**src/rtl/conv_d2s_arbiter_pkg.sv**
```systemverilog
// Shared widths, latency and the extended-single to single conversion rule.
// The global include normally supplies EXTENDED_SINGLE, SINGLE and CONV_D2S_LAT.
`ifndef EXTENDED_SINGLE
`define EXTENDED_SINGLE 43
`endif
`ifndef SINGLE
`define SINGLE 32
`endif
`ifndef CONV_D2S_LAT
`define CONV_D2S_LAT 3
`endif

package conv_d2s_arbiter_pkg;

  localparam int EXT_W        = `EXTENDED_SINGLE;
  localparam int SGL_W        = `SINGLE;
  localparam int CONV_D2S_LAT = `CONV_D2S_LAT;
  localparam int EXT_EXP_W    = 11;
  localparam int EXT_MAN_W    = EXT_W - 1 - EXT_EXP_W;
  localparam int SGL_EXP_W    = 8;
  localparam int SGL_MAN_W    = SGL_W - 1 - SGL_EXP_W;
  localparam int EXP_REBIAS   = 1023 - 127;

  typedef logic [EXT_W-1:0] ext_t;
  typedef logic [SGL_W-1:0] sgl_t;

  // Rebias the exponent, truncate the fraction; denormals flush to zero,
  // out-of-range magnitudes saturate to infinity, NaNs stay quiet NaNs.
  function automatic sgl_t ext_to_single(input ext_t a);
    logic                        s;
    logic [EXT_EXP_W-1:0]        e;
    logic signed [EXT_EXP_W:0]   eb;
    sgl_t                        r;
    s  = a[EXT_W-1];
    e  = a[EXT_W-2 -: EXT_EXP_W];
    eb = $signed({1'b0, e}) - $signed((EXT_EXP_W+1)'(EXP_REBIAS));
    r  = '0;
    if (e == '0)
      r = {s, {(SGL_W-1){1'b0}}};
    else if (&e)
      r = (|a[EXT_MAN_W-1:0]) ? {s, {SGL_EXP_W{1'b1}}, 1'b1, a[EXT_MAN_W-2 -: SGL_MAN_W-1]}
                              : {s, {SGL_EXP_W{1'b1}}, {SGL_MAN_W{1'b0}}};
    else if (eb >= 255)
      r = {s, {SGL_EXP_W{1'b1}}, {SGL_MAN_W{1'b0}}};
    else if (eb <= 0)
      r = {s, {(SGL_W-1){1'b0}}};
    else
      r = {s, eb[SGL_EXP_W-1:0], a[EXT_MAN_W-1 -: SGL_MAN_W]};
    return r;
  endfunction

endpackage

```
**src/rtl/conv_d2s_arbiter_cvt.sv**
```systemverilog
// Behavioural stand-in for the pipelined EXTENDED_SINGLE2SINGLE converter IP.
// Same port contract: async clear, clock enable, LAT-cycle result latency.
module conv_d2s_arbiter_cvt
  import conv_d2s_arbiter_pkg::*;
#(
  parameter int LAT = CONV_D2S_LAT
) (
  input  logic             clock,
  input  logic             aclr,
  input  logic             clk_en,
  input  logic [EXT_W-1:0] dataa,
  output logic [SGL_W-1:0] result
);

  sgl_t stage [LAT];

  always_ff @(posedge clock or posedge aclr) begin
    if (aclr) begin
      for (int i = 0; i < LAT; i++) stage[i] <= '0;
    end else if (clk_en) begin
      stage[0] <= ext_to_single(dataa);
      for (int i = 1; i < LAT; i++) stage[i] <= stage[i-1];
    end
  end

  assign result = stage[LAT-1];

endmodule

```
**src/rtl/conv_d2s_arbiter_rr_arbiter.sv**
```systemverilog
// Round-robin request arbiter with registered pointer; one-hot grant.
// Define CONV_ARB_FIXED_PRIO_EN for fixed priority (lowest index wins).
module conv_d2s_arbiter_rr_arbiter #(
  parameter int NREQ = 4,
  parameter int IDXW = $clog2(NREQ)
) (
  input  logic            clk,
  input  logic            rst,
  input  logic            en,
  input  logic [NREQ-1:0] req,
  output logic [NREQ-1:0] grant,
  output logic [IDXW-1:0] gnt_idx,
  output logic            gnt_vld
);

  logic [IDXW-1:0] ptr;
  logic            found;

  always_comb begin
    // NOTE: every combinational output is defaulted first so no path infers a latch.
    found   = 1'b0;
    gnt_idx = '0;
    grant   = '0;
    // Lowest requester overall covers the wrap-around case; the lowest one at or
    // above the pointer overrides it when present.
    for (int i = NREQ-1; i >= 0; i--) begin
      if (req[i]) begin
        found   = 1'b1;
        gnt_idx = IDXW'(i);
      end
    end
    for (int i = NREQ-1; i >= 0; i--) begin
      if (req[i] && (IDXW'(i) >= ptr)) gnt_idx = IDXW'(i);
    end
    gnt_vld = en && !rst && found;
    if (gnt_vld) grant[gnt_idx] = 1'b1;
  end

`ifdef CONV_ARB_FIXED_PRIO_EN
  // Pointer pinned at zero so the search always starts at requester 0.
  always_ff @(posedge clk) ptr <= '0;
`else
  // NOTE: sequential state uses non-blocking assignments so all flops update together.
  always_ff @(posedge clk) begin
    if (rst)
      ptr <= '0;
    else if (gnt_vld)
      ptr <= (gnt_idx == IDXW'(NREQ-1)) ? '0 : gnt_idx + 1'b1;
  end
`endif

endmodule

```
**src/rtl/conv_d2s_arbiter.sv**
```systemverilog
// Shares one pipelined extended-single to single converter between NREQ requesters.
// Arbitration mode selected by CONV_ARB_FIXED_PRIO_EN (undefined: round-robin).
module conv_d2s_arbiter
  import conv_d2s_arbiter_pkg::*;
#(
  parameter int NREQ     = 4,
  parameter int TAGW     = 2,
  parameter int CONV_LAT = CONV_D2S_LAT
) (
  input  logic                            clk,
  input  logic                            rst,
  input  logic                            en,
  input  logic [NREQ-1:0]                 req,
  input  logic [NREQ*`EXTENDED_SINGLE-1:0] x_bus,
  output logic [NREQ-1:0]                 grant,
  output logic [`SINGLE-1:0]              y,
  output logic [NREQ-1:0]                 done,
  output logic                            busy
);

  localparam int IDXW = $clog2(NREQ);

  logic [IDXW-1:0] gnt_idx;
  logic            gnt_vld;
  ext_t            opnd_reg;
  logic            v0;
  logic [TAGW-1:0] t0;
  logic            vld_pipe [CONV_LAT];
  logic [TAGW-1:0] tag_pipe [CONV_LAT];
  sgl_t            cvt_result;
  sgl_t            y_hold;
  logic            out_fire;

  conv_d2s_arbiter_rr_arbiter #(.NREQ(NREQ), .IDXW(IDXW)) u_arb (
    .clk     (clk),
    .rst     (rst),
    .en      (en),
    .req     (req),
    .grant   (grant),
    .gnt_idx (gnt_idx),
    .gnt_vld (gnt_vld)
  );

  // Capture stage: the granted operand is registered into the converter input.
  always_ff @(posedge clk) begin
    if (rst) begin
      opnd_reg <= '0;
      v0       <= 1'b0;
      t0       <= '0;
    end else if (en) begin
      v0 <= gnt_vld;
      if (gnt_vld) begin
        opnd_reg <= x_bus[int'(gnt_idx)*EXT_W +: EXT_W];
        t0       <= TAGW'(gnt_idx);
      end
    end
  end

  conv_d2s_arbiter_cvt #(.LAT(CONV_LAT)) u_cvt (
    .clock  (clk),
    .aclr   (rst),
    .clk_en (en),
    .dataa  (opnd_reg),
    .result (cvt_result)
  );

  // Owner tags travel beside the converter so each result meets its tag.
  always_ff @(posedge clk) begin
    if (rst) begin
      // NOTE: this shift array is a handful of flops, not a RAM, so clearing it on reset is cheap and keeps busy/done clean.
      for (int i = 0; i < CONV_LAT; i++) begin
        vld_pipe[i] <= 1'b0;
        tag_pipe[i] <= '0;
      end
    end else if (en) begin
      vld_pipe[0] <= v0;
      tag_pipe[0] <= t0;
      for (int i = 1; i < CONV_LAT; i++) begin
        vld_pipe[i] <= vld_pipe[i-1];
        tag_pipe[i] <= tag_pipe[i-1];
      end
    end
  end

  assign out_fire = vld_pipe[CONV_LAT-1] && en && !rst;

  always_comb begin
    done = '0;
    for (int i = 0; i < NREQ; i++)
      done[i] = out_fire && (tag_pipe[CONV_LAT-1] == TAGW'(i));
  end

  always_ff @(posedge clk) begin
    if (rst)
      y_hold <= '0;
    else if (out_fire)
      y_hold <= cvt_result;
  end

  assign y = out_fire ? cvt_result : y_hold;

  always_comb begin
    busy = v0;
    for (int i = 0; i < CONV_LAT; i++) busy = busy | vld_pipe[i];
  end

endmodule

```
**config.mk**
```make
export PLATFORM = sky130hd
export DESIGN_NAME = conv_d2s_arbiter
export DESIGN_NICKNAME = d
export VERILOG_FILES = /design/src/rtl/conv_d2s_arbiter_pkg.sv /design/src/rtl/conv_d2s_arbiter_cvt.sv /design/src/rtl/conv_d2s_arbiter_rr_arbiter.sv /design/src/rtl/conv_d2s_arbiter.sv
export SDC_FILE = /design/constraint.sdc
export NUM_CORES = 1
export LEC_CHECK = 0
export BUFFER_PORTS_ARGS = -buffer_cell sky130_fd_sc_hd__buf_4
export CELL_PAD_IN_SITES_DETAIL_PLACEMENT = 1
export CELL_PAD_IN_SITES_GLOBAL_PLACEMENT = 1
export CORE_MARGIN = 4
export CORE_UTILIZATION = 38
export CTS_CLUSTER_DIAMETER = 120
export DETAILED_ROUTE_END_ITERATION = 10
export PLACE_DENSITY_LB_ADDON = 0.25
export SYNTH_ARGS = -nofsm -noshare
export SYNTH_HDL_FRONTEND = slang
export SYNTH_SLANG_ARGS = --single-unit
export TNS_END_PERCENT = 50
```
**constraint.sdc**
```tcl
create_clock -name clk -period 5.1 [get_ports clk]
set_clock_uncertainty 0.15 [all_clocks]
set_input_delay 0.51 -clock clk [delete_from_list [all_inputs] [get_ports clk]]
set_output_delay 0.51 -clock clk [all_outputs]
set_load 0.01 [all_outputs]
```
==> Yosys cells after proc, flatten, opt, wreduce, memory -nomap -nowiden <==
Memories as Yosys holds them, arrays and structs flattened.
Cells that the tools add are included.
W data, S select, Z words.
{ "totals": {"reg_bits": 176, "mem_bits_rw": 9, "out_inout_bits": 41, "memories": 2} }
{ "op_classes": {"n_addsub": 2, "mul": 1, "order_cmp": 8, "eq_ne": 4, "shifts": 1, "mux": 33, "n_bitwise": 9, "reduce_logical": 19} }
{ "mem_list": {"columns": ["memory", "depth", "word_bits", "rd", "rd_clocked_by_memory_dff", "wr", "line", "text"], "rows": [
  ["tag_pipe", 3, 2, 3, 0, 3, "conv_d2s_arbiter.sv:29", "logic [TAGW-1:0] tag_pipe [CONV_LAT];"],
  ["vld_pipe", 3, 1, 3, 0, 3, "conv_d2s_arbiter.sv:28", "logic vld_pipe [CONV_LAT];"]
]} }
{ "ops": {"columns": ["operator", "count"], "rows": [
  ["$shiftx A172 B9 Y43", 1],
  ["$mux W31", 4],
  ["$mux W32", 1],
  ["$reduce_or A31 Y1", 1],
  ["$mux W2", 12],
  ["$mux W23", 1],
  ["$logic_and A1 B1 Y1", 13],
  ["$mux W1", 13],
  ["$ge A12 B9 Y1 const B", 1],
  ["$le A12 B1 Y1 const B", 1],
  ["$sub A11 B10 Y12 const B", 1],
  ["$logic_not A11 Y1", 1],
  ["$reduce_and A11 Y1", 1],
  ["$or A1 B1 Y1", 9],
  ["$mul A2 B6 Y8 const B", 1],
  ["$eq A2 B2 Y1 const B", 3],
  ["$ge A1 B2 Y1 const A", 2],
  ["$ge A2 B2 Y1 const A", 2],
  ["$mux W4", 1],
  ["$lt A2 B3 Y1 const B", 1],
  ["$add A2 B1 Y2 const B", 1],
  ["$demux W1 S2", 1],
  ["$eq A2 B1 Y1 const B", 1],
  ["$ge A2 B1 Y1 const B", 1],
  ["3 further kinds", 3]
]} }

==> Depth between registers and ports, before layout <==
Gate-level depths: netlist (run 1).
{ "logic_depth": {"depth_word": 13, "mapped_depth": 9, "depth_no_buf": 7} }

==> Hierarchy <==
Synthesis (run 1) repeated with hierarchy kept, for this count alone.
{ "unflattened": {"cells_unflattened": 730, "area_unflattened_um2": 8824.7} }
{ "by_module_without_submodules": {"columns": ["module", "instances", "cells_per_inst", "area_per_inst_um2", "seq_area_each_um2"], "rows": [
  ["conv_d2s_arbiter", 1, 384, 4349.2, 1831.8],
  ["conv_d2s_arbiter_cvt", 1, 315, 4220.3, 2402.3],
  ["conv_d2s_arbiter_rr_arbiter", 1, 31, 255.2, 40.0]
]} }

==> Worst setup path before layout (run 1) <==
Ideal clock, no wire load.
{ "synth_timing": {"path_type": "input port to flip-flop", "startpoint": "input rst", "endpoint": "register y_hold[24]", "setup_ps": 79, "t_arrival_ps": 4074, "slack_ps": 797, "stages": 4, "path_cell_list": "inv_1 > clkbuf_1 > clkbuf_1 > and2_1"} }
{ "synth_via": {"elab_chain_cells": 3} }
{ "synth_rtl": {"columns": ["item", "line", "text"], "rows": [
  ["start, declared", "conv_d2s_arbiter.sv:11", "input logic rst,"],
  ["$logic_not A1 Y1", "conv_d2s_arbiter.sv:85", "assign out_fire = vld_pipe[CONV_LAT-1] && en && !rst;"],
  ["$logic_and A1 B1 Y1", "conv_d2s_arbiter.sv:85", null],
  ["$mux W32", null, null],
  ["end signal, assigned", "conv_d2s_arbiter.sv:97", "y_hold <= cvt_result;"],
  ["end, declared", "conv_d2s_arbiter.sv:31", "sgl_t y_hold;"]
]} }
Several ways; a longest one is shown, not always the timed one.
A chain may end at the register's enable or synchronous reset.

==> Worst setup path after layout (run 1) <==
{ "layout_timing": {"startpoint": "register u_arb.ptr[0]", "endpoint": "output grant[3]"} }
{ "layout_via": {"elab_chain_cells": 11} }
{ "layout_rtl": {"columns": ["item", "line", "text"], "rows": [
  ["start, declared", "conv_d2s_arbiter_rr_arbiter.sv:16", "logic [IDXW-1:0] ptr;"],
  ["start signal, assigned", "conv_d2s_arbiter_rr_arbiter.sv:48", "ptr <= (gnt_idx == IDXW'(NREQ-1)) ? '0 : gnt_idx + 1'b1;"],
  ["$ge A2 B2 Y1", "conv_d2s_arbiter_rr_arbiter.sv:33", "if (req[i] && (IDXW'(i) >= ptr)) gnt_idx = IDXW'(i);"],
  ["$logic_and A1 B1 Y1", "conv_d2s_arbiter_rr_arbiter.sv:33", null],
  ["$mux W2 (3 in series)", "conv_d2s_arbiter_rr_arbiter.sv:33", null],
  ["$mux W2 *", "conv_d2s_arbiter_rr_arbiter.sv:33", null],
  ["$lt A2 B3 Y1 (implied by the code) / $ge A2 B1 Y1 (equally long branches)", "conv_d2s_arbiter_rr_arbiter.sv:36", "if (gnt_vld) grant[gnt_idx] = 1'b1;"],
  ["$logic_and A1 B1 Y1 (implied by the code)", "conv_d2s_arbiter_rr_arbiter.sv:36", null],
  ["$mux W1 (implied by the code)", "conv_d2s_arbiter_rr_arbiter.sv:36", null],
  ["$demux W1 S2 *", null, null],
  ["$mux W4 *", "conv_d2s_arbiter_rr_arbiter.sv:36", null],
  ["end, declared", "conv_d2s_arbiter.sv:15", "output logic [NREQ-1:0] grant,"]
]} }
Mark *: on every way between the ends. The rest lies on a longest branch, timed or not.

==> flow_summary.json, run 1 <==
{
  "cp.depth": 7,
  "tritoncts": "built",
  "tritoncts.num_buffers": 17,
  "wire_length_after_detailed_routing_microns": 23400,
  "max_freq_mhz": 284,
  "crit_buf_inv": 2,
  "setup_tns_ns": 0,
  "post_cts_buffers": 0,
  "detail_route.wl_per_cell_microns": 18.8,
  "timing.slew.headroom_pct": 27.2,
  "floorplan.die_area_sq_um": 25500,
  "setup_repair_after_global_routing_missed_its_margin": "false",
  "critPathLaunch": "u_arb.ptr[0]",
  "layout-drive-gt1-share_pct": 42.2,
  "die_w_microns": 160,
  "postSynth.asyncResetShare_pct": 51.9,
  "num_antenna_cells": 0,
  "timing.critical_path.fanout_max": 87,
  "most_common_cell_after_layout_fill_and_taps_aside": "sky130_fd_sc_hd__buf_4",
  "cts.sink_count": 185,
  "final_max_slew_viol_count": 0,
  "syn_area_sq_um": 8730,
  "dieHeight_microns": 160,
  "clkTransAtPathRegs_ns": 0.07,
  "largest_register_ffs": 64,
  "grt_pass1_vias": 6751,
  "worst-r2r-setup-slack_ns": 2.38,
  "gate_count_after_technology_mapping": 759,
  "worstReg2RegStart": "u_arb.ptr[0]",
  "static-leakage-power_nw": 5.28,
  "synth_top_area_cell": "sky130_fd_sc_hd__dfrtp_1",
  "p_clk_share_pct": 37.0,
  "worst-r2r-cell-count": 6,
  "io_pins": 220,
  "final_period_minus_worst_setup_slack_ns": 3.53,
  "layout_worst_path_cycle_share_pct": 69.1,
  "drt_iter0_markers": 323,
  "place_hpwl_microns": 17300,
  "timing.rr.end": "opnd_reg[34]",
  "leading_post_synthesis_cells_by_cell_area": "sky130_fd_sc_hd__dfrtp_1 (28%), sky130_fd_sc_hd__dfxtp_1 (18%), sky130_fd_sc_hd__mux2_2 (13%)",
  "power.switching_fraction_pct": 28.4,
  "path_class": "flip-flop to output port",
  "worst_path_max_delay_cell": "sky130_fd_sc_hd__or4_4",
  "route.detailed.drc": 0,
  "ant_nets": 0,
  "cp_data_arrival_time_ns": 2.87,
  "seq_area_frac_synth_pct": 49.0,
  "kind_of_path_behind_the_tightest_hold_check": "input pin to asynchronous set/reset pin",
  "final_cell_mix": "sky130_fd_sc_hd__buf_4 (225), sky130_fd_sc_hd__mux2_2 (97), sky130_fd_sc_hd__dfrtp_1 (96)",
  "grt.overflow.total": 0,
  "ys.flop_type": "sky130_fd_sc_hd__dfrtp_1",
  "largest_net_degree_at_the_start_of_global_routing": 88,
  "cts-hold-fix-buffers": 0,
  "synthesis.nets": 943,
  "timing.max_cap.violations": 0,
  "synth_area_per_cell_sq_um": 11.5,
  "power.net_switching_w": 0.00100,
  "timing.critical_path.cells": "nor2b_1 -> or4_4 -> and2_4 -> inv_8 -> ha_1 -> and2_1 -> buf_4",
  "power.share.combinational_pct": 15.7,
  "critPathRequiredTime_ns": 4.44,
  "setup-violations-final": 0,
  "pwr_density_cell_nw_per_um2": 319,
  "timing_worst_slew_pin_value_ns": 1.09,
  "rows": 55,
  "crit_path_max_incr_delay_ns": 0.84,
  "ys.warnings.count": 0,
  "port-buffer-count": 219,
  "antenna_found_initial": 0,
  "ctsHtreeMaxLevel": 4,
  "pwr-share-seq_pct": 47.3,
  "category_of_the_worst_setup_path_capture_point": "output port",
  "clkLatencyLatePin_ns": 0.44,
  "peakVddDrop_uv": 215,
  "cp_top_family": "simple AND/OR/NAND/NOR gates",
  "grt.total_usage_pct": 18.4,
  "cts_resized": 0,
  "route.detailed.vias_per_inst": 5.18,
  "yosys.area.top_type_share_pct": 27.5,
  "fin_nets": 1131,
  "internal_power_w": 0.00252,
  "start_util_pct": 38.6,
  "number_of_flip_flops_and_latches_in_the_synthesized_netlist": 185,
  "hold_slack_final_ns": 0.0821,
  "grt_first_pass_wirelength_microns": 37600,
  "cts_root_buf": "sky130_fd_sc_hd__clkbuf_16",
  "drtPass1Iterations": 4,
  "max-clock-path-buffers": 2,
  "hold_violations": 0,
  "dr_total_vias": 6451,
  "run_status": "complete, no violations",
  "crit_path_start_kind": "flip-flop",
  "core_area_sq_um": 22600,
  "synthToLayoutAreaGrowth_pct": 26.8,
  "worst_setup_path_endpoint": "grant[3]",
  "synthDistinctLibCells": 53,
  "synth_enable_flop_cells": 9,
  "gpl.final_weighted_congestion": 0.808
}
stage by stage:
stage / utilization (%) / cells / cell area [sq um] / setup WS, ns / total power (W)
floorplan: - / 759 / 8730 / 0.341 / 0.00205
global placement: 46.3 / 1213 / 10500 / 1.74 / 0.00224
detailed placement: 46.3 / 1213 / 10500 / 1.66 / 0.00226
CTS: 48.9 / 1245 / 11100 / 1.51 / 0.00358
global route: 48.9 / 1245 / 11100 / 1.38 / 0.00371
finish: 48.9 / 1245 / 11100 / 1.57 / 0.00353
worst register-to-register path, stage by stage (launching register included):
cell	delay, ns
sky130_fd_sc_hd__dfxtp_1	0.39
sky130_fd_sc_hd__nor2b_1	0.08
sky130_fd_sc_hd__or4_4	0.84
sky130_fd_sc_hd__and2_4	0.31
sky130_fd_sc_hd__inv_8	0.29
sky130_fd_sc_hd__mux2i_1	0.41
sky130_fd_sc_hd__o211ai_2	0.10
Yosys cell counts (all sizes together), types with 22 or more instances:
cell type,n
mux2i,43
mux2,97
and2,46
o21ai,48
dfxtp,80
o211ai,44
a22o,22
and3,45
dfrtp,96
clkbuf,36
a21boi,44
nand2,54
cell families (layout without fill, tap and decap cells):
kind of cell / count (synthesis) / count (layout) / synth area share (%)
buffers and inverters: 64 / 265 / 4.26
AO/OA/AOI/OAI: 178 / 178 / 16.7
AND/OR/NAND/NOR: 187 / 187 / 11.9
multiplexers: 140 / 140 / 17.4
adder cells (fa/ha/maj): 5 / 5 / 0.717
flip-flops: 185 / 185 / 49.0
power groups by stage:
stage | sequential, W | combinational, W | clock (W)
floorplan | 0.00166 | 0.000398 | 0
global placement | 0.00169 | 0.000550 | 0
detailed placement | 0.00170 | 0.000563 | 0
CTS | 0.00167 | 0.000566 | 0.00134
global route | 0.00168 | 0.000614 | 0.00142
finish | 0.00167 | 0.000554 | 0.00130
worst min-delay path by stage:
stage	start	depth (start not counted)	end	slack [ns]
2_1_floorplan	t0[1]	2	t0[1]	0.28
3_3_place_gp	t0[1]	2	t0[1]	0.29
3_5_place_dp	t0[1]	2	t0[1]	0.29
4_1_cts	rst	2	u_cvt.stage[32]	0.09
5_1_grt	rst	2	u_cvt.result[0]	0.13
6_report	rst	2	u_cvt.stage[32]	0.08
metal layers:
layer  GRT usage, %  vias to the layer above  wire length, microns
li1               -                     3161                     -
met1           24.6                     3082                 10600
met2           28.0                      184                 10500
met3           6.76                       24                  1880
met4           5.40                        0                   401
met5              0                        -                     0
layout make-up:
class | instances | area [sq um]
Clock inverter | 15 | 173
Tap cell | 285 | 357
Fill cell | 2450 | 11600
Sequential cell | 185 | 4270
Multi-Input combinational cell | 510 | 4110
Inverter | 8 | 40.0
Clock buffer | 17 | 425
Timing Repair Buffer | 225 | 1690
Power figures use the tool's default switching activity.
==> run 2: changes to the inputs <==
Settings changed: ABC_AREA from default to 1.
Clock period 5.1 ns to 3.65 ns, I/O delays scaled along.
==> flow_summary.json, run 2 <==
{
  "clkTransAtPathRegs_ns": 0.08,
  "final_period_minus_worst_setup_slack_ns": 3.23,
  "grt.overflow.total": 0,
  "start_point_of_the_worst_hold_path": "x_bus[134]",
  "largest_net_degree_at_the_start_of_global_routing": 74,
  "seq_area_frac_synth_pct": 46.6,
  "ys.flop_type": "sky130_fd_sc_hd__dfrtp_1",
  "grt_pass1_vias": 9146,
  "tritoncts.num_buffers": 17,
  "syn_area_sq_um": 9180,
  "dieHeight_microns": 163,
  "worst-r2r-setup-slack_ns": 1.02,
  "path_class": "input pin to output port",
  "tritoncts": "built",
  "worstReg2RegStart": "u_arb.ptr[1]",
  "cts_root_buf": "sky130_fd_sc_hd__clkbuf_16",
  "grt_first_pass_wirelength_microns": 45900,
  "hold_path_end": "opnd_reg[5]",
  "max-clock-path-buffers": 2,
  "crit_path_start_kind": "input pin",
  "fin_nets": 1735,
  "hold_slack_final_ns": 0.0286,
  "clkLatencyLatePin_ns": 0.44,
  "drt_iter0_markers": 468,
  "synth_area_per_cell_sq_um": 6.69,
  "hold_violations": 0,
  "timing.rr.end": "opnd_reg[17]",
  "detail_route.wl_per_cell_microns": 14.9,
  "timing_worst_slew_pin_value_ns": 0.875,
  "cts.sink_count": 185,
  "worst-r2r-cell-count": 8,
  "cp_data_arrival_time_ns": 2.72,
  "critPathRequiredTime_ns": 3.13,
  "ctsHtreeMaxLevel": 4,
  "io_pins": 220,
  "category_of_the_worst_setup_path_capture_point": "output port",
  "wire_length_after_detailed_routing_microns": 28100,
  "route.detailed.vias_per_inst": 4.68,
  "rows": 56,
  "total_power_of_the_final_layout_w": 0.00510,
  "ant_nets": 0,
  "post_cts_buffers": 0,
  "peakVddDrop_uv": 293,
  "leading_post_synthesis_cells_by_cell_area": "sky130_fd_sc_hd__dfrtp_1 (26%), sky130_fd_sc_hd__nand2_1 (22%), sky130_fd_sc_hd__dfxtp_1 (17%)",
  "pwr_density_cell_nw_per_um2": 439,
  "kind_of_path_behind_the_tightest_hold_check": "input pin to flip-flop",
  "yosys.cell_count.top_type": "sky130_fd_sc_hd__nand2_1",
  "static-leakage-power_nw": 6.54,
  "gate_count_after_technology_mapping": 1372,
  "setup_repair_after_global_routing_missed_its_margin": "false",
  "synth_top_area_cell": "sky130_fd_sc_hd__dfrtp_1",
  "synthDistinctLibCells": 27,
  "synthesis.nets": 1556,
  "ys.warnings.count": 0,
  "timing.hold.worst_path_depth": 3,
  "max_freq_mhz": 309,
  "synth_commonest_cells": "sky130_fd_sc_hd__nand2_1 (535), sky130_fd_sc_hd__nor2_1 (168), sky130_fd_sc_hd__inv_1 (159), sky130_fd_sc_hd__nand3_1 (154), sky130_fd_sc_hd__dfrtp_1 (96)",
  "synth_enable_flop_cells": 9,
  "setup_tns_ns": 0,
  "final_cell_mix": "sky130_fd_sc_hd__nand2_1 (534), sky130_fd_sc_hd__buf_4 (232), sky130_fd_sc_hd__nor2_1 (167)",
  "timing.max_cap.violations": 0,
  "dr_total_vias": 8818,
  "route.detailed.drc": 0,
  "core_area_sq_um": 23600,
  "timing.slew.headroom_pct": 41.7,
  "most_common_cell_after_layout_fill_and_taps_aside": "sky130_fd_sc_hd__nand2_1",
  "place_hpwl_microns": 20700,
  "yosys.area.top_type_share_pct": 26.2,
  "fillCellCount": 3098,
  "gpl.final_weighted_congestion": 0.827,
  "port-buffer-count": 219,
  "number_of_flip_flops_and_latches_in_the_synthesized_netlist": 185,
  "antenna_found_initial": 0,
  "final_max_slew_viol_count": 0,
  "largest_register_ffs": 64,
  "setup-violations-final": 0,
  "timing.critical_path.fanout_max": 68,
  "die_w_microns": 163,
  "synthToLayoutAreaGrowth_pct": 26.6,
  "layout_worst_path_cycle_share_pct": 88.6,
  "grt.total_usage_pct": 21.4,
  "start_util_pct": 38.9,
  "run_status": "complete, no violations",
  "drtPass1Iterations": 4,
  "postSynth.asyncResetShare_pct": 51.9,
  "layout-drive-gt1-share_pct": 17.8,
  "num_antenna_cells": 0,
  "floorplan.die_area_sq_um": 26700
}
==> run 2: layout make-up <==
| class | count | area (sq um) | share of cell area, % |
|---|---|---|---|
| clock buffers | 19 | 464 | 3.99 |
| clock inverters | 13 | 150 | 1.29 |
| flip-flops and latches | 185 | 4270 | 36.8 |
| well taps | 319 | 399 | 3.43 |
| repair buffers | 233 | 1750 | 15.1 |
| inverters | 163 | 614 | 5.29 |
| multi-input cells | 951 | 3970 | 34.2 |
==> run 2: per-stage QoR <==
stage,utilization [%],cell area [sq um],setup slack [ns],cells
floorplan,-,9180,1.27,1372
global placement,46.6,11000,0.945,1850
detailed placement,46.6,11000,0.848,1850
CTS,49.2,11600,0.393,1883
global route,49.2,11600,0.205,1883
finish,49.2,11600,0.417,1883
==> run 2: cells by family after synthesis <==
family	after synthesis	synth area share, %
adders and majority gates	5	0.681
buffers and inverters	236	10.3
DFF	185	46.6
AOI/OAI and AO/OA	64	3.68
and+or+nand+nor	882	38.8
==> run 2: worst max-delay path by stage <==
stage	from	endpoint	depth (start not counted)
2_1_floorplan	rst	opnd_reg[13]	4
3_3_place_gp	req[0]	grant[3]	8
3_5_place_dp	req[0]	grant[3]	8
4_1_cts	rst	y[19]	9
5_1_grt	rst	y[17]	9
6_report	rst	y[19]	9
==> run 2: report_power, final <==
part	internal, W	switching [W]
sequential	0.00220	0.000102
clock	0.00103	0.000868
combinational	0.000355	0.000536
total	0.00359	0.00151
==> run 2: timing repair <==
| action | 4_1_cts | 5_1_grt |
|---|---|---|
| endpoints found under the hold margin | 2 | 0 |
| gates resized for setup | 0 | 0 |
| hold buffers | 1 | 0 |
==> run 2: worst max-delay path, cell delays in order <==
cell and delay (ns):
sky130_fd_sc_hd__dlygate4sd3_1 0.54, sky130_fd_sc_hd__buf_4 0.50, sky130_fd_sc_hd__nor2_2 0.17, sky130_fd_sc_hd__nand2_2 0.09
sky130_fd_sc_hd__buf_4 0.48, sky130_fd_sc_hd__nand2_1 0.10, sky130_fd_sc_hd__o21ai_0 0.17, sky130_fd_sc_hd__inv_1 0.09
sky130_fd_sc_hd__buf_4 0.15
==> run 2: layer usage <==
metal / track usage [%] / vias to the layer above / part of all wire, %
li1: - / 4536 / -
met1: 27.1 / 4053 / 44
met2: 35.9 / 196 / 47
met3: 5.93 / 33 / 6.7
met4: 6.40 / 0 / 1.8
met5: 0 / - / 0
